--- config.mk ---
export PLATFORM = sky130hd
export DESIGN_NAME = wb_dma_flat
export DESIGN_NICKNAME = d
export VERILOG_FILES = /design/src/rtl/wb_dma_pkg.sv /design/src/rtl/if_wb.sv /design/src/rtl/wb_dma_fifo.sv /design/src/rtl/wb_dma.sv /design/src/flat_wrapper.sv
export SDC_FILE = /design/constraint.sdc
export NUM_CORES = 1
export LEC_CHECK = 0
export ABC_AREA = 0
export CAP_MARGIN = 20
export CELL_PAD_IN_SITES_DETAIL_PLACEMENT = 1
export CELL_PAD_IN_SITES_GLOBAL_PLACEMENT = 2
export CORE_ASPECT_RATIO = 1.2
export CORE_UTILIZATION = 42
export DETAILED_ROUTE_END_ITERATION = 10
export GPL_TIMING_DRIVEN = 0
export PLACE_DENSITY = 0.92
export SETUP_SLACK_MARGIN = 0.2
export SYNTH_ARGS = -nofsm -noshare
export SYNTH_HDL_FRONTEND = slang
export SYNTH_SLANG_ARGS = --single-unit
--- constraint.sdc ---
create_clock -name clk -period 6.5 [get_ports clk]
set_input_delay 1.3 -clock clk [delete_from_list [all_inputs] [get_ports clk]]
set_output_delay 1.3 -clock clk [all_outputs]
set_load 0.03 [all_outputs]
--- src/rtl/wb_dma_pkg.sv ---
// Shared types and widths for the Wishbone block-copy engine.
package wb_dma_pkg;
  localparam int AW = 16;
  localparam int DW = 16;

  typedef enum logic [2:0] {IDLE, RD, GAP_W, WR, GAP_R, FIN} dma_state_t;
endpackage

--- src/rtl/if_wb.sv ---
// Wishbone B4 pipelined bus bundle (16-bit address and data).
interface if_wb import wb_dma_pkg::*; ();
  logic [AW-1:0] adr;
  logic [DW-1:0] dat_o;
  logic [DW-1:0] dat_i;
  logic          cyc;
  logic          stb;
  logic          we;
  logic          stall;
  logic          ack;

  modport master (output adr, dat_o, cyc, stb, we, input dat_i, stall, ack);
  modport slave  (input adr, dat_o, cyc, stb, we, output dat_i, stall, ack);
endinterface

--- src/rtl/wb_dma_fifo.sv ---
// Chunk buffer: synchronous show-ahead FIFO holding one chunk of read data.
module wb_dma_fifo import wb_dma_pkg::*; #(
  parameter int FIFO_DEPTH = 8
) (
  input  logic          clk,
  input  logic          clr,
  input  logic          push,
  input  logic          pop,
  input  logic [DW-1:0] din,
  output logic [DW-1:0] dout,
  output logic          empty,
  output logic          full
);
  localparam int PW    = $clog2(FIFO_DEPTH);
  localparam int CNT_W = PW + 1;

  logic [DW-1:0]    mem [FIFO_DEPTH];
  logic [PW-1:0]    wr_ptr;
  logic [PW-1:0]    rd_ptr;
  logic [CNT_W-1:0] count;
  logic             do_push;
  logic             do_pop;

  assign do_push = push && !full;
  assign do_pop  = pop && !empty;
  assign empty   = (count == '0);
  assign full    = (count == CNT_W'(FIFO_DEPTH));
  assign dout    = mem[rd_ptr];

  // Pointers and occupancy; clear returns the buffer to empty.
  always_ff @(posedge clk) begin
    if (clr) begin
      wr_ptr <= '0;
      rd_ptr <= '0;
      count  <= '0;
    end else begin
      if (do_push) wr_ptr <= wr_ptr + PW'(1);
      if (do_pop)  rd_ptr <= rd_ptr + PW'(1);
      count <= count + CNT_W'(do_push) - CNT_W'(do_pop);
    end
  end

  // Storage array; contents are don't-care until written.
  always_ff @(posedge clk) begin
    if (do_push) mem[wr_ptr] <= din;
  end

  // Chunk length never exceeds the depth, so a push into a full buffer is a design bug.
  always_ff @(posedge clk) begin
    if (!clr) assert (!(push && full));
  end
endmodule

--- src/rtl/wb_dma.sv ---
// Wishbone pipelined block-copy initiator: reads a chunk into the FIFO, then writes it out.
module wb_dma import wb_dma_pkg::*; #(
  parameter int FIFO_DEPTH = 8
) (
  input  logic          clk,
  input  logic          rst,
  input  logic          start,
  input  logic [AW-1:0] src_adr,
  input  logic [AW-1:0] dst_adr,
  input  logic [AW-1:0] len,
  output logic          busy,
  output logic          done,
  if_wb.master          wb
);
  localparam int CW = $clog2(FIFO_DEPTH) + 1;
  typedef logic [CW-1:0] cnt_t;

  dma_state_t    state;
  dma_state_t    state_nxt;
  cnt_t          n;
  cnt_t          issued;
  cnt_t          acked;
  logic [AW-1:0] rem;
  logic [AW-1:0] src;
  logic [AW-1:0] dst;

  logic          cyc;
  logic          stb;
  logic          we;
  logic [AW-1:0] adr;
  logic [DW-1:0] dat_o;

  logic          fifo_push;
  logic          fifo_pop;
  logic          fifo_empty;
  logic          fifo_full;
  logic [DW-1:0] fifo_dout;

  logic          issue;
  logic          last_ack;
  logic          chunk_end;

  // Words in the next chunk: whatever remains, capped at the FIFO depth.
  function automatic cnt_t chunk_size(input logic [AW-1:0] words);
    if (words >= AW'(FIFO_DEPTH)) return cnt_t'(FIFO_DEPTH);
    return cnt_t'(words);
  endfunction

  assign issue     = stb && !wb.stall;
  assign last_ack  = wb.ack && (acked == n - cnt_t'(1));
  assign chunk_end = (state == WR) && last_ack;

  assign wb.cyc   = cyc;
  assign wb.stb   = stb;
  assign wb.we    = we;
  assign wb.adr   = adr;
  assign wb.dat_o = dat_o;

  wb_dma_fifo #(.FIFO_DEPTH(FIFO_DEPTH)) u_fifo (
    .clk   (clk),
    .clr   (rst),
    .push  (fifo_push),
    .pop   (fifo_pop),
    .din   (wb.dat_i),
    .dout  (fifo_dout),
    .empty (fifo_empty),
    .full  (fifo_full)
  );

  // Next state and bus outputs; outputs depend only on registers so they hold under stall.
  always_comb begin
    state_nxt = state;
    cyc       = 1'b0;
    stb       = 1'b0;
    we        = 1'b0;
    adr       = '0;
    dat_o     = '0;
    busy      = 1'b0;
    done      = 1'b0;
    fifo_push = 1'b0;
    fifo_pop  = 1'b0;
    unique case (state)
      IDLE: begin
        if (start) state_nxt = (len == '0) ? FIN : RD;
      end
      RD: begin
        cyc       = 1'b1;
        busy      = 1'b1;
        stb       = (issued < n);
        adr       = src + AW'(issued);
        fifo_push = wb.ack && !fifo_full;
        if (last_ack) state_nxt = GAP_W;
      end
      GAP_W: begin
        busy      = 1'b1;
        state_nxt = WR;
      end
      WR: begin
        cyc      = 1'b1;
        we       = 1'b1;
        busy     = 1'b1;
        stb      = (issued < n);
        adr      = dst + AW'(issued);
        dat_o    = fifo_dout;
        fifo_pop = stb && !wb.stall && !fifo_empty;
        if (last_ack) state_nxt = (rem == AW'(n)) ? FIN : GAP_R;
      end
      GAP_R: begin
        busy      = 1'b1;
        state_nxt = RD;
      end
      FIN: begin
        done      = 1'b1;
        state_nxt = IDLE;
      end
      default: state_nxt = IDLE;
    endcase
  end

  // Control: state, per-phase counters, chunk size and remaining word count.
  always_ff @(posedge clk) begin
    if (rst) begin
      state  <= IDLE;
      n      <= '0;
      issued <= '0;
      acked  <= '0;
      rem    <= '0;
    end else begin
      state <= state_nxt;
      unique case (state)
        IDLE: begin
          if (start) begin
            rem    <= len;
            n      <= chunk_size(len);
            issued <= '0;
            acked  <= '0;
          end
        end
        RD, WR: begin
          if (issue)     issued <= issued + cnt_t'(1);
          if (wb.ack)    acked  <= acked + cnt_t'(1);
          if (chunk_end) rem    <= rem - AW'(n);
        end
        GAP_W: begin
          issued <= '0;
          acked  <= '0;
        end
        GAP_R: begin
          n      <= chunk_size(rem);
          issued <= '0;
          acked  <= '0;
        end
        default: ;
      endcase
    end
  end

  // Address registers: latched on start, advanced by one chunk when its writes complete.
  always_ff @(posedge clk) begin
    if (state == IDLE && start) begin
      src <= src_adr;
      dst <= dst_adr;
    end else if (chunk_end) begin
      src <= src + AW'(n);
      dst <= dst + AW'(n);
    end
  end
endmodule
--- src/flat_wrapper.sv ---
// flat-port wrapper written by rule: the top's interface ports become plain ports
module wb_dma_flat import wb_dma_pkg::*;
#(
  parameter int FIFO_DEPTH = 8
)
  (clk, rst, start, src_adr, dst_adr, len, busy, done, wb_adr, wb_dat_o, wb_cyc, wb_stb, wb_we, wb_dat_i, wb_stall, wb_ack);
  if_wb wb_i ();
  input  logic clk;
  input  logic rst;
  input  logic start;
  input  logic [AW-1:0] src_adr;
  input  logic [AW-1:0] dst_adr;
  input  logic [AW-1:0] len;
  output logic busy;
  output logic done;
  output wire logic [$bits(wb_i.adr)-1:0] wb_adr;
  output wire logic [$bits(wb_i.dat_o)-1:0] wb_dat_o;
  output wire logic [$bits(wb_i.cyc)-1:0] wb_cyc;
  output wire logic [$bits(wb_i.stb)-1:0] wb_stb;
  output wire logic [$bits(wb_i.we)-1:0] wb_we;
  input wire logic [$bits(wb_i.dat_i)-1:0] wb_dat_i;
  input wire logic [$bits(wb_i.stall)-1:0] wb_stall;
  input wire logic [$bits(wb_i.ack)-1:0] wb_ack;
  assign wb_adr = wb_i.adr;
  assign wb_dat_o = wb_i.dat_o;
  assign wb_cyc = wb_i.cyc;
  assign wb_stb = wb_i.stb;
  assign wb_we = wb_i.we;
  assign wb_i.dat_i = wb_dat_i;
  assign wb_i.stall = wb_stall;
  assign wb_i.ack = wb_ack;
  wb_dma #(.FIFO_DEPTH(FIFO_DEPTH)) u_core (.clk(clk), .rst(rst), .start(start), .src_adr(src_adr), .dst_adr(dst_adr), .len(len), .busy(busy), .done(done), .wb(wb_i));
endmodule
; Word level (Yosys, flattened, before mapping)
; Memory sizes are Yosys's and may differ from the RTL's. A register that Yosys moved wholly into a read port is not among the register bits.
; Cells that the tools add are included.
[op_classes]
addsub = 12
reduce_logical = 27
n_eq_ne = 14
order_cmp = 3
n_mux = 44
[op_table]
columns = op, n
row1 = $mux W16, 7
row2 = $add A16 B4 Y16, 4
row3 = $pmux W16 S2, 2
row4 = $ge A16 B4 Y1 const B, 2
row5 = $mux W4, 8
row6 = $pmux W4 S3, 2
row7 = $mux W3, 6
row8 = $mux W1, 17
row9 = $eq A16 B4 Y1, 1
row10 = $logic_not A16 Y1, 1
row11 = $sub A16 B4 Y16, 1
row12 = $pmux W3 S5, 1
row13 = $reduce_and A3 Y1, 4
row14 = $ne A2 B1 Y1 const B, 5
row15 = $logic_and A1 B1 Y1, 9
row16 = $add A4 B1 Y4 const B, 2
row17 = $pmux W4 S2, 1
row18 = $add A3 B1 Y3 const B, 2
row19 = $eq A3 B2 Y1 const B, 2
row20 = $eq A3 B3 Y1 const B, 2
row21 = $reduce_bool A2 Y1, 3
row22 = $add A4 B1 Y4, 1
row23 = $eq A4 B4 Y1, 1
row24 = $eq A4 B4 Y1 const B, 1
row25 = other kinds (12), 15
[totals]
in_bits = 69
reg_bits = 73
out_inout_bits = 37
wordCells = 111
mem_bits_rw = 128
n_memories = 1
[mem_list]
columns = memory, words, word_bits, rd, rd_ports_with_merged_regs, wr, line
row1 = u_core.u_fifo.mem, 8, 16, 1, 1, 1, wb_dma_fifo.sv:17  ; logic [DW-1:0] mem [FIFO_DEPTH];

; Longest topological paths before layout
; Gate-level depths: netlist of the first run.
[logic_depth]
ltp_word = 8
depth_mapped = 15
depth_no_buf = 12

; Cells and area by module
; From an unflattened synthesis of the first run, not the netlist that was laid out.
[hier_totals]
cells_unflattened = 852
hier_area_um2 = 10378.7
[by_module_without_submodules]
columns = module, area_per_inst_um2, instances, cells_per_inst, seq_area_each_um2
row1 = wb_dma_fifo, 5622.9, 1, 266, 4103.9
row2 = wb_dma, 4755.8, 1, 586, 1581.5

; Least setup slack after synthesis of the first run
; No wires, ideal clock.
[synth_timing]
path_kind = register -> output
start = register u_core.state[0]
end = output port wb_adr[13]
stages_incl_launch_ff = 14
required_ns = 5.200
t_arrival_ns = 4.193
setup_slack_ns = 1.007
path_buffers = 4
path_cell_list = dfxtp_1 -> buf_2 -> nand3b_1 -> clkbuf_1 -> buf_1 -> inv_1 -> a21o_1 -> ha_1 -> a21oi_1 -> o21ai_0 -> or4b_2 -> clkbuf_1 -> o21ai_0 -> nor3b_1
[synth_via]
elab_chain_cells = 2
elab_cells_between_ends = 3
cone_classes = eq/ne: 2 / mux: 1
[synth_lines]
columns = item, line
row1 = "start, declared", wb_dma.sv:18  ; dma_state_t state;
row2 = "start signal, assigned", wb_dma.sv:129  ; state <= state_nxt;
row3 = $eq A3 B2 Y1 / $eq A3 B1 Y1 (equally long branches), wb_dma.sv:82  ; unique case (state)
row4 = $pmux W16 S2 *, wb_dma.sv:82
row5 = "end, declared", flat_wrapper.sv:16  ; output wire logic [$bits(wb_i.adr)-1:0] wb_adr;
; Mark *: on every way between the ends. The rest lies on a longest branch, timed or not.

; Worst setup path after layout of the first run
[layout_timing]
start = register u_core.state[0]
end = output port wb_adr[9]
; Same word-level chain as after synthesis.

==> results.rst, run 1 <==
.. list-table::
   :header-rows: 1

   * - Metric
     - Value
   * - Setup TNS
     - 0 ns
   * - Number of flops mapped to enable cells by yosys
     - 160
   * - RSZ-0062 raised after global routing
     - false
   * - Clock latency at the later pin of the worst-skew pair
     - 0.51 ns
   * - Number of max-slew violations in the final report
     - 0
   * - Flip-flop and latch count after synthesis
     - 204
   * - Combined global-route utilization of all metal layers
     - 0.240
   * - Final Critical Period
     - 5.96 ns
   * - Height of the die
     - 174 um
   * - Share of synthesized flip-flops with an asynchronous set or reset
     - 0
   * - Fraction of post-synthesis cell area in the top cell type by area
     - 0.465
   * - Number of iterations in the first detailed-routing pass
     - 4
   * - Final hold violation count
     - 0
   * - Hold Crit Class
     - flop to flop
   * - Final Core Density
     - 0.531
   * - Number of remaining DRC errors
     - 0
   * - Total length of routed wires
     - 30000 um
   * - Ys Warns
     - 0
   * - Number of buffers created by CTS
     - 22
   * - Synthesized area per cell
     - 12.1 sq um
   * - Post-synthesis sequential area ratio
     - 0.550
   * - R2r startpoint
     - u_core.n[1]
   * - Final net count
     - 1101
   * - Total of fill cells in the finished design
     - 2490
   * - Static Leakage
     - 4.36 nW
   * - Max-cap viol count
     - 0
   * - Placer's final routability congestion estimate
     - 0.873
   * - Hold Crit Start
     - u_core.rem[14]
   * - Htree depth
     - 1
   * - Data arrival time of the critical path
     - 4.66 ns
   * - Clock edge transition at the registers on the reported setup and hold paths
     - 0.06 ns
   * - Die span in x
     - 145 um
   * - Clk sinks
     - 204
   * - Layout cell share with drive strength beyond 1
     - 0.114
   * - Required time worst endpoint
     - 5.20 ns
   * - Wire length of the first global-routing pass
     - 47100 um
   * - Startpoint types
     - flop
   * - Kind of end point of the critical path
     - output pin
   * - Clk_skew
     - 0.0111 ns
   * - Total power per unit cell area
     - 254 mW/mm^2
   * - Fmax achieved
     - 168 MHz
   * - End of the worst register-to-register path
     - u_core.dst[9]
   * - Mean routed wirelength per cell
     - 22.5 um
   * - Commonest cells after routing, fill and taps aside
     - edfxtp_1, clkdlybuf4s50_1, nor2_1
   * - Post-Syn Instances
     - 852
   * - Dpl hpwl
     - 21300 um
   * - Relative slew margins
     - 0.307
   * - Leading post-synthesis cells by cell area
     - edfxtp_1, dfxtp_1, mux4_2
   * - Length in cells of the worst reg-to-reg path
     - 7
   * - I/O pin count
     - 106
   * - Root Driver
     - clkbuf_16
   * - Type of the worst setup path
     - flop to output pin
   * - Worst hold-check slack
     - 0.477 ns
   * - Antenna Violating Nets Remaining
     - 0
   * - Post-synth top area cell
     - edfxtp_1
   * - Hold Path Cell Cnt
     - 2
   * - Initial core utilization
     - 0.430
   * - Largest fanout on the critical path
     - 10
   * - TritonCTS clock tree
     - yes
   * - Syn_nets
     - 955
   * - Total inserted antenna cells
     - 0
   * - R2r setup slk
     - 2.54 ns
   * - Number of rows created at floorplan
     - 62
   * - Post-Synthesis Cell Area
     - 0.0103 sq mm
   * - Status
     - finished, final reports clean
   * - Setup Viol. Count Final
     - 0
   * - Most used DFF post-synth
     - edfxtp_1
   * - Count of different cell masters after synthesis
     - 68
   * - Via count
     - 7733
   * - Number of global-route vias before repair
     - 8372
   * - Port-buffer cells
     - 105
   * - First DRT Iteration DRCs
     - 359
   * - GRT overflow
     - 0
   * - Clock Path Buffers
     - 3
   * - Placeable Area
     - 0.0240 sq mm
   * - Combined area of the multi-input logic cells
     - 0.00442 sq mm
   * - Via-to-Cell Ratio
     - 5.80
   * - Fin crit share
     - 0.917
   * - Tightest Pin Transition
     - 1.03 ns
   * - Pin count of the biggest net entering global routing
     - 38
   * - Endpoint of the worst hold-timing path
     - u_core.rem[14]
   * - Antenna violations before repair
     - 0
   * - Area taken by flip-flops and latches
     - 0.00569 sq mm
   * - Most common library cell in the layout ignoring fill and taps
     - edfxtp_1
   * - Area added between synthesis and finish
     - 23.4%
   * - Die area
     - 0.0253 sq mm
   * - IR drop worst, VDD
     - 0.256 mV
-- critical path: stages, from the launching register on --
cell and delay, ns:
dfxtp_1 0.30, buf_2 0.18, nand3b_1 0.23, buf_2 0.27
clkbuf_4 0.24, inv_1 0.20, nor2_1 0.07, a21o_1 0.19
ha_1 0.29, a21oi_1 0.10, o21ai_2 0.26, or4b_2 0.62
clkbuf_1 0.22, xor2_1 0.20, nor2_1 0.10, clkdlybuf4s50_1 0.68
-- report_power, final --
group / internal (W) / total [W] / leakage (nW) / switching (W)
clock network: 0.000718 / 0.00124 / 0.357 / 0.000518
logic: 0.000198 / 0.000496 / 2.19 / 0.000298
registers: 0.00147 / 0.00152 / 1.82 / 0.0000486
total: 0.00238 / 0.00325 / 4.36 / 0.000864
-- layout make-up --
cell class / count / area share
well taps: 320 / 0.0314
clock buffers: 32 / 0.0525
plain buffers: 46 / 0.0144
clock inverters: 8 / 0.00353
inverters: 30 / 0.00882
repair buffers: 122 / 0.0975
multi-input cells: 572 / 0.346
flip-flops and latches: 204 / 0.445
-- flip-flops by register name, summed over array words and instances, names as in the netlist, named ones only --
signal	flops
u_core.state	3
u_core.rem	16
u_core.u_fifo.mem	128
u_core.n	4
u_core.u_fifo.count	4
u_core.issued	4
u_core.src	16
u_core.acked	4
u_core.dst	16
u_core.u_fifo.rd_ptr	3
u_core.u_fifo.wr_ptr	3
-- cells in the mapped netlist, types with 5 or more instances --
master and n:
edfxtp_1 160, nor2_1 73, nand2_1 68, dfxtp_1 44
o21ai_0 36, a21oi_1 33, mux4_2 32, clkbuf_1 31
inv_1 30, ha_1 29, xor2_1 27, mux2i_1 26
nor3_1 23, xnor2_1 21, nand3_1 16, buf_1 13
a211oi_1 10, a221oi_1 10, nor4_1 10, nand4_1 9
a21o_1 8, o21a_1 8, nor2b_1 7, o211ai_1 7
a311oi_1 6, nand2b_1 6, o22ai_1 6, or4_1 6
a31oi_1 5, and3_1 5, fa_1 5, o2111ai_1 5
-- per-layer routing --
metal	vias up	wire, um	global-route usage
li1	3565	-	-
met1	3915	12200	0.289
met2	199	15900	0.440
met3	54	1270	0.0360
met4	0	689	0.0728
met5	-	0	0
-- worst max path at each step --
stage | endpoint | slack (ns) | start
6_report | wb_adr[9] | 0.54 | u_core.state[0]
5_1_grt | wb_adr[9] | 0.29 | u_core.state[0]
4_1_cts | wb_adr[10] | 0.22 | u_core.state[0]
3_5_place_dp | wb_adr[10] | -0.32 | u_core.state[0]
3_3_place_gp | wb_adr[10] | -0.27 | u_core.state[0]
2_1_floorplan | wb_adr[13] | 1.01 | u_core.state[0]
-- logic make-up after synthesis --
| logic type | share of synthesized area |
|---|---|
| buffers and inverters | 0.0278 |
| flip-flops | 0.550 |
| AND/OR/NAND/NOR | 0.116 |
| adder cells (fa/ha/maj) | 0.0448 |
| AO/OA/AOI/OAI | 0.121 |
| XOR/XNOR | 0.0406 |
| multiplexers | 0.0992 |
-- repair_timing --
action,in CTS,in global routing
hold buffers,0,0
pin swaps,1,1
setup endpoints to repair,12,8
hold endpoints to repair,0,0
cloned,0,0
resized for setup,10,9
buffers inserted,3,1
-- metrics by stage --
stage / setup WS (ns) / cells / instance area (sq um) / total power [W]
2_1_floorplan: 1.01 / 852 / 10300 / 0.00183
3_3_place_gp: -0.266 / 1277 / 11800 / 0.00202
3_5_place_dp: -0.318 / 1289 / 12000 / 0.00203
4_1_cts: 0.216 / 1332 / 12700 / 0.00327
5_1_grt: 0.286 / 1334 / 12800 / 0.00336
6_report: 0.540 / 1334 / 12800 / 0.00325
No activity file was read; power rests on OpenSTA's default activity.
==> inputs of run 2 (changes only) <==
TNS_END_PERCENT = 5   (was default)
==> run 2 against run 1 <==
  * Worst hold slack better by 0.0048 ns
  * Largest cell class unchanged
  * Wire length shrank 0.17%
  * Maximum frequency fell by 2.0%
  * Via count down 0.25%
  * Largest power group unchanged
==> results.rst, run 2 (synthesis gave the netlist of run 1 again) <==
.. list-table::
   :header-rows: 1

   * - Metric
     - Value
   * - Status
     - finished, final reports clean (unchanged)
   * - Max-cap viol count
     - 0 (unchanged)
   * - Root Driver
     - clkbuf_16 (unchanged)
   * - Area added between synthesis and finish
     - 23.4% (about the same)
   * - Final cell count without fillers
     - 1333 (was 1334)
   * - Layout cell share with drive strength beyond 1
     - 0.114 (about the same)
   * - Final std cell area, no fill
     - 0.0128 sq mm (about the same)
   * - Length in cells of the worst reg-to-reg path
     - 7 (unchanged)
   * - Post-Place Cells
     - 1289 (unchanged)
   * - Via count
     - 7714 (was 7733)
   * - Number of global-route vias before repair
     - 8372 (unchanged)
   * - Tightest Pin Transition
     - 0.996 ns (was 1.03 ns)
   * - Hold Path Cell Cnt
     - 2 (unchanged)
   * - Cells traversed along the worst timing path
     - buf_2, nand3b_1, buf_2, clkbuf_4, clkbuf_4, nand2_1, nand2_1, ha_1, inv_1, fa_1, nor2b_1, o21ai_1, a2111oi_1, xnor2_1, o22ai_1, clkdlybuf4s50_1 (was buf_2, nand3b_1, buf_2, clkbuf_4, inv_1, nor2_1, a21o_1, ha_1, a21oi_1, o21ai_2, or4b_2, clkbuf_1, xor2_1, nor2_1, clkdlybuf4s50_1)
   * - Number of max-slew violations in the final report
     - 0 (unchanged)
   * - Final hold violation count
     - 0 (unchanged)
   * - Total power per unit cell area
     - 255 mW/mm^2 (was 254 mW/mm^2)
   * - Number of flip-flops in the largest register
     - 128 (unchanged)
   * - Hold Crit Class
     - flop to flop (unchanged)
   * - Worst setup slack after placement
     - -0.318 ns (unchanged)
   * - Critical Path Stages
     - 16 (was 15)
   * - Port-buffer cells
     - 105 (unchanged)
   * - Antenna violations before repair
     - 0 (unchanged)
   * - Clk sinks
     - 204 (unchanged)
   * - Total inserted antenna cells
     - 0 (unchanged)
   * - Combined global-route utilization of all metal layers
     - 0.240 (about the same)
   * - Relative slew margins
     - 0.330 (was 0.307)
   * - Dpl hpwl
     - 21300 um (unchanged)
   * - IR drop worst, VDD
     - 0.255 mV (was 0.256 mV)
   * - Largest fanout on the critical path
     - 10 (unchanged)
   * - Startpoint types
     - flop (unchanged)
   * - Combined area of the multi-input logic cells
     - 0.00442 sq mm (unchanged)
   * - Via-to-Cell Ratio
     - 5.79 (was 5.80)
   * - Antenna Violating Nets Remaining
     - 0 (unchanged)
   * - Commonest cells after routing, fill and taps aside
     - edfxtp_1, clkdlybuf4s50_1, nor2_1 (unchanged)
   * - Register with the most flip-flops
     - u_core.u_fifo.mem (unchanged)
   * - Placeable Area
     - 0.0240 sq mm (unchanged)
   * - Htree depth
     - 1 (unchanged)
   * - Final Power
     - 0.00325 W (about the same)
   * - Mean routed wirelength per cell
     - 22.5 um (about the same)
   * - Fmax achieved
     - 164 MHz (was 168 MHz)
   * - Total buffers and inverters traversed by the critical path
     - 6 (unchanged)
   * - Data arrival time of the critical path
     - 4.78 ns (was 4.66 ns)
   * - Total of fill cells in the finished design
     - 2489 (was 2490)
   * - Clock latency at the later pin of the worst-skew pair
     - 0.51 ns (about the same)
   * - Wire length of the first global-routing pass
     - 47100 um (about the same)
   * - Static Leakage
     - 4.36 nW (about the same)
   * - Total length of routed wires
     - 29900 um (was 30000 um)
   * - Number of iterations in the first detailed-routing pass
     - 4 (unchanged)
   * - Initial core utilization
     - 0.430 (unchanged)
   * - TritonCTS clock tree
     - yes (unchanged)
   * - GRT overflow
     - 0 (unchanged)
   * - Number of buffers created by CTS
     - 22 (unchanged)
   * - Placer's final routability congestion estimate
     - 0.873 (unchanged)
   * - Kind of end point of the critical path
     - output pin (unchanged)
   * - Final net count
     - 1100 (was 1101)
   * - Clock Path Buffers
     - 3 (unchanged)
   * - Pin count of the biggest net entering global routing
     - 38 (unchanged)
   * - Clk_skew
     - 0.0104 ns (was 0.0111 ns)
   * - Type of the worst setup path
     - flop to output pin (unchanged)
   * - Number of rows created at floorplan
     - 62 (unchanged)
   * - First DRT Iteration DRCs
     - 372 (was 359)
   * - Height of the die
     - 174 um (unchanged)
   * - Fin crit share
     - 0.935 (was 0.917)
   * - Setup Viol. Count Final
     - 0 (unchanged)
   * - Number of remaining DRC errors
     - 0 (unchanged)
   * - Die area
     - 0.0253 sq mm (unchanged)
   * - Final Critical Period
     - 6.08 ns (was 5.96 ns)
   * - Required time worst endpoint
     - 5.20 ns (about the same)
   * - Instance area after placement
     - 0.0120 sq mm (unchanged)
   * - Most common library cell in the layout ignoring fill and taps
     - edfxtp_1 (unchanged)
   * - I/O pin count
     - 106 (unchanged)
   * - Clock edge transition at the registers on the reported setup and hold paths
     - 0.06 ns (about the same)
   * - Kind of cell with the highest combined delay on the critical path
     - buffers and inverters (unchanged)
   * - Setup slack of the critical path after layout
     - 0.420 ns (was 0.540 ns)
   * - Die span in x
     - 145 um (unchanged)
   * - Peak per-stage delay on the critical path
     - 0.72 ns (was 0.68 ns)
   * - RSZ-0062 raised after global routing
     - true (was false)
   * - Max stage delay cell, worst path
     - clkdlybuf4s50_1 (unchanged)
   * - Area taken by flip-flops and latches
     - 0.00569 sq mm (unchanged)
[run 2: layer usage]
metal  global-route usage  wire length, um  up-vias  share of wire
met2                0.440            15800      189           0.53
met1                0.289            12100     3912           0.41
met5                    0                0        -              0
met3               0.0357             1290       48          0.043
met4               0.0728              654        0          0.022
li1                     -                -     3565              -
[run 2: path summary, 6_finish.rpt]
kind | endpoint | start | slack [ns]
setup / recovery | wb_adr[8] | u_core.state[0] | 0.42
hold / removal | u_core.rem[14] | u_core.rem[14] | 0.48
setup reg to reg | u_core.dst[9] | u_core.n[1] | 2.56
hold reg to reg | u_core.rem[14] | u_core.rem[14] | 0.48
[run 2: cell type report]
class	count	share of cell area
repair buffers	121	0.0971
inverters	30	0.00883
clock inverters	8	0.00353
flip-flops and latches	204	0.446
well taps	320	0.0314
multi-input cells	572	0.347
clock buffers	32	0.0526
plain buffers	46	0.0144
[run 2: worst register-to-register path, cell delays in order (launching register included)]
cell     delay (ns)
dfxtp_1        0.51
inv_1          0.27
ha_1           0.27
xor2_1         0.16
xnor2_1        0.20
nor4_2         0.88
nor2_1         0.48
inv_2          0.76
[run 2: report_power, final]
| part | leakage [nW] | internal (W) | switching [W] |
|---|---|---|---|
| logic | 2.18 | 0.000198 | 0.000299 |
| clock network | 0.357 | 0.000718 | 0.000518 |
| registers | 1.82 | 0.00147 | 0.0000484 |
| total | 4.36 | 0.00238 | 0.000865 |
[run 2: what timing repair did]
action                     CTS  global route
setup endpoints to repair   12             8
buffers inserted             3             0
pin swaps                    1             0
hold endpoints to repair     0             0
hold buffers                 0             0
resized for setup            9             9
[run 2: through the flow]
stage,setup TNS (ns),hold slack [ns],util
4_1_cts,0,0.471,0.529
6_report,0,0.482,0.531
2_1_floorplan,0,0.435,-
5_1_grt,0,0.485,0.531
3_3_place_gp,-0.880,0.448,0.490
3_5_place_dp,-1.07,0.461,0.498
==> inputs of run 3 (changes only) <==
CAP_MARGIN = default   (was 20)
SETUP_SLACK_MARGIN = default   (was 0.2)
==> run 3 against run 2 <==
  * Clock-buffer cell count is 4 lower
  * Worst setup slack worse by 0.15 ns
  * Clock power hardly changed
  * Die area stayed put
  * Wire length is 0.86% lower
  * Critical endpoint is now wb_adr[13]
  * Largest cell class unchanged
  * Largest power group unchanged
==> results.rst, run 3 (synthesis gave the netlist of run 1 again) <==
.. list-table::
   :header-rows: 1

   * - Metric
     - Value
   * - Static Leakage
     - 4.30 nW (was 4.36 nW)
   * - Kind of end point of the critical path
     - output pin (unchanged)
   * - Pin count of the biggest net entering global routing
     - 38 (unchanged)
   * - Clock Path Buffers
     - 3 (unchanged)
   * - Hold Path Cell Cnt
     - 2 (unchanged)
   * - Final Critical Period
     - 6.23 ns (was 6.08 ns)
   * - Clk_skew
     - 0.0130 ns (was 0.0104 ns)
   * - Status
     - finished, final reports clean (unchanged)
   * - Data arrival time of the critical path
     - 4.93 ns (was 4.78 ns)
   * - Initial core utilization
     - 0.430 (unchanged)
   * - Met3 track utilization from global routing
     - 0.0346 (was 0.0357)
   * - Hold Crit Start
     - u_core.rem[14] (unchanged)
   * - # hold bufs at CTS
     - 0 (unchanged)
   * - Die area
     - 0.0253 sq mm (unchanged)
   * - Antenna violations before repair
     - 0 (unchanged)
   * - Worst setup path startpoint
     - u_core.state[0] (unchanged)
   * - Antenna Violating Nets Remaining
     - 0 (unchanged)
   * - End of the worst register-to-register path
     - u_core.dst[10] (was u_core.dst[9])
   * - Met1 track demand over resource in global routing
     - 0.286 (was 0.289)
   * - Placer's final routability congestion estimate
     - 0.873 (unchanged)
   * - Kind of cell with the highest combined delay on the critical path
     - buffers and inverters (unchanged)
   * - Length in cells of the worst reg-to-reg path
     - 7 (unchanged)
   * - Cells traversed along the worst timing path
     - buf_2, nand3b_1, clkbuf_2, buf_2, inv_1, a21o_1, ha_1, a21oi_1, o21ai_2, or4b_2, clkbuf_1, o21ai_0, nor3b_1, clkdlybuf4s50_1 (was buf_2, nand3b_1, buf_2, clkbuf_4, clkbuf_4, nand2_1, nand2_1, ha_1, inv_1, fa_1, nor2b_1, o21ai_1, a2111oi_1, xnor2_1, o22ai_1, clkdlybuf4s50_1)
   * - First DRT Iteration DRCs
     - 417 (was 372)
   * - Number of max-slew violations in the final report
     - 0 (unchanged)
   * - Final net count
     - 1098 (was 1100)
   * - Via count
     - 7638 (was 7714)
   * - Endpoint of the worst hold-timing path
     - u_core.rem[14] (unchanged)
   * - Final std cell area, no fill
     - 0.0127 sq mm (was 0.0128 sq mm)
   * - R2r startpoint
     - u_core.n[1] (unchanged)
   * - Tightest Pin Transition
     - 1.07 ns (was 0.996 ns)
   * - Commonest cells after routing, fill and taps aside
     - edfxtp_1, clkdlybuf4s50_1, nor2_1 (unchanged)
   * - CP most frequent cell
     - buf_2
   * - Max stage delay cell, worst path
     - clkdlybuf4s50_1 (unchanged)
   * - Busiest metal layer after global routing
     - met2 (unchanged)
   * - Number of remaining DRC errors
     - 0 (unchanged)
   * - Fin crit share
     - 0.958 (was 0.935)
   * - Peak per-stage delay on the critical path
     - 0.70 ns (was 0.72 ns)
   * - Startpoint types
     - flop (unchanged)
   * - Setup Viol. Count Final
     - 0 (unchanged)
   * - Htree depth
     - 1 (unchanged)
   * - Number of iterations in the first detailed-routing pass
     - 4 (unchanged)
   * - Mean routed wirelength per cell
     - 22.3 um (was 22.5 um)
   * - Met2 layer usage reported by global route
     - 0.424 (was 0.440)
   * - Dpl hpwl
     - 21200 um (was 21300 um)
   * - Type of the worst setup path
     - flop to output pin (unchanged)
   * - RSZ-0062 raised after global routing
     - false (was true)
   * - Instance area after placement
     - 0.0120 sq mm (unchanged)
   * - Number of buffers created by CTS
     - 22 (unchanged)
   * - Clk sinks
     - 204 (unchanged)
   * - Total inserted antenna cells
     - 0 (unchanged)
   * - R2r setup slk
     - 2.65 ns (was 2.56 ns)
   * - Number of global-route vias before repair
     - 8292 (was 8372)
   * - Final hold violation count
     - 0 (unchanged)
   * - Required time worst endpoint
     - 5.20 ns (about the same)
   * - Wire length of the first global-routing pass
     - 46300 um (was 47100 um)
   * - IR drop worst, VDD
     - 0.259 mV (was 0.255 mV)
   * - Clock edge transition at the registers on the reported setup and hold paths
     - 0.06 ns (about the same)
   * - Hold Crit Class
     - flop to flop (unchanged)
   * - Total length of routed wires
     - 29700 um (was 29900 um)
   * - Die span in x
     - 145 um (unchanged)
   * - Relative slew margins
     - 0.287 (was 0.330)
   * - Combined global-route utilization of all metal layers
     - 0.236 (was 0.240)
   * - GRT overflow
     - 0 (unchanged)
   * - Fmax achieved
     - 161 MHz (was 164 MHz)
   * - Register with the most flip-flops
     - u_core.u_fifo.mem (unchanged)
   * - Total buffers and inverters traversed by the critical path
     - 6 (unchanged)
   * - TritonCTS clock tree
     - yes (unchanged)
   * - Post-Place Cells
     - 1289 (unchanged)
   * - Total of fill cells in the finished design
     - 2500 (was 2489)
   * - Port-buffer cells
     - 105 (unchanged)
   * - Via-to-Cell Ratio
     - 5.74 (was 5.79)
   * - Number of flip-flops in the largest register
     - 128 (unchanged)
   * - Max-cap viol count
     - 0 (unchanged)
   * - Area added between synthesis and finish
     - 23.1% (was 23.4%)
   * - Layout cell share with drive strength beyond 1
     - 0.113 (was 0.114)
   * - Final cell count without fillers
     - 1331 (was 1333)
   * - Placeable Area
     - 0.0240 sq mm (unchanged)
   * - Total power per unit cell area
     - 256 mW/mm^2 (was 255 mW/mm^2)
   * - I/O pin count
     - 106 (unchanged)
   * - Final Power
     - 0.00326 W (was 0.00325 W)
   * - Largest fanout on the critical path
     - 10 (unchanged)
   * - Height of the die
     - 174 um (unchanged)
   * - Root Driver
     - clkbuf_16 (unchanged)
   * - Most common library cell in the layout ignoring fill and taps
     - edfxtp_1 (unchanged)
   * - Clock latency at the later pin of the worst-skew pair
     - 0.51 ns (about the same)
   * - Number of rows created at floorplan
     - 62 (unchanged)
run 3: cell types whose count changed in the layout (fill, tap and decap cells not counted), moves of 2 or more:
cell	previous run	this run
bufinv_16	0	2
clkbuf_4	2	0
clkbuf_1	33	35
a2111oi_2	1	3
clkbuf_16	24	22
clkinvlp_4	0	2
clkbuf_8	4	0
clkdlybuf4s50_1	99	101
a2111oi_1	2	0
run 3: how the worst max path moves through the flow:
stage / cells after the start / slack, ns / endpoint
4_1_cts: 16 / 0.09 / wb_adr[10]
2_1_floorplan: 13 / 1.01 / wb_adr[13]
5_1_grt: 17 / 0.02 / wb_adr[12]
3_5_place_dp: 16 / -0.34 / wb_adr[10]
3_3_place_gp: 16 / -0.27 / wb_adr[10]
6_report: 14 / 0.27 / wb_adr[13]
run 3: layer usage:
layer  share of wire  up-vias
met1            0.41     3825
li1                -     3567
met5               0        -
met2            0.52      191
met3           0.043       55
met4           0.027        0
run 3: stage by stage:
step | util | TNS (ns) | setup WS [ns] | hold WS [ns]
2_1_floorplan | - | 0 | 1.01 | 0.435
3_3_place_gp | 0.490 | -0.880 | -0.266 | 0.448
3_5_place_dp | 0.498 | -1.46 | -0.342 | 0.461
4_1_cts | 0.528 | 0 | 0.0916 | 0.471
5_1_grt | 0.530 | 0 | 0.0189 | 0.485
6_report | 0.530 | 0 | 0.274 | 0.473
run 3: worst min-delay path: cells and delay by family (launching register included):
family | cells | cell delay [ns]
flip-flops | 1 | 0.31
AO/OA/AOI/OAI | 1 | 0.06
AND/OR/NAND/NOR | 1 | 0.05
run 3: area by class of cell:
cell class                      instances  area (sq um)  area share
Sequential cell                       204          5690       0.446
Multi-Input combinational cell        572          4430       0.348
Timing Repair Buffer                  119          1210      0.0954
Clock buffer                           28           573      0.0450
Tap cell                              320           400      0.0314
Buffer                                 46           179      0.0141
Clock inverter                         12           136      0.0107
Inverter                               30           113     0.00884
run 3: report_power, final:
part / switching (W) / leakage, nW / internal [W]
Clock: 0.000533 / 0.340 / 0.000714
Combinational: 0.000298 / 2.15 / 0.000199
Sequential: 0.0000481 / 1.82 / 0.00147
run 3: what timing repair did:
action	4_1_cts	5_1_grt
setup buffers	1	1
resized for setup	5	10
setup endpoints to repair	10	7
endpoints found under the hold margin	0	0
pin swaps	0	1
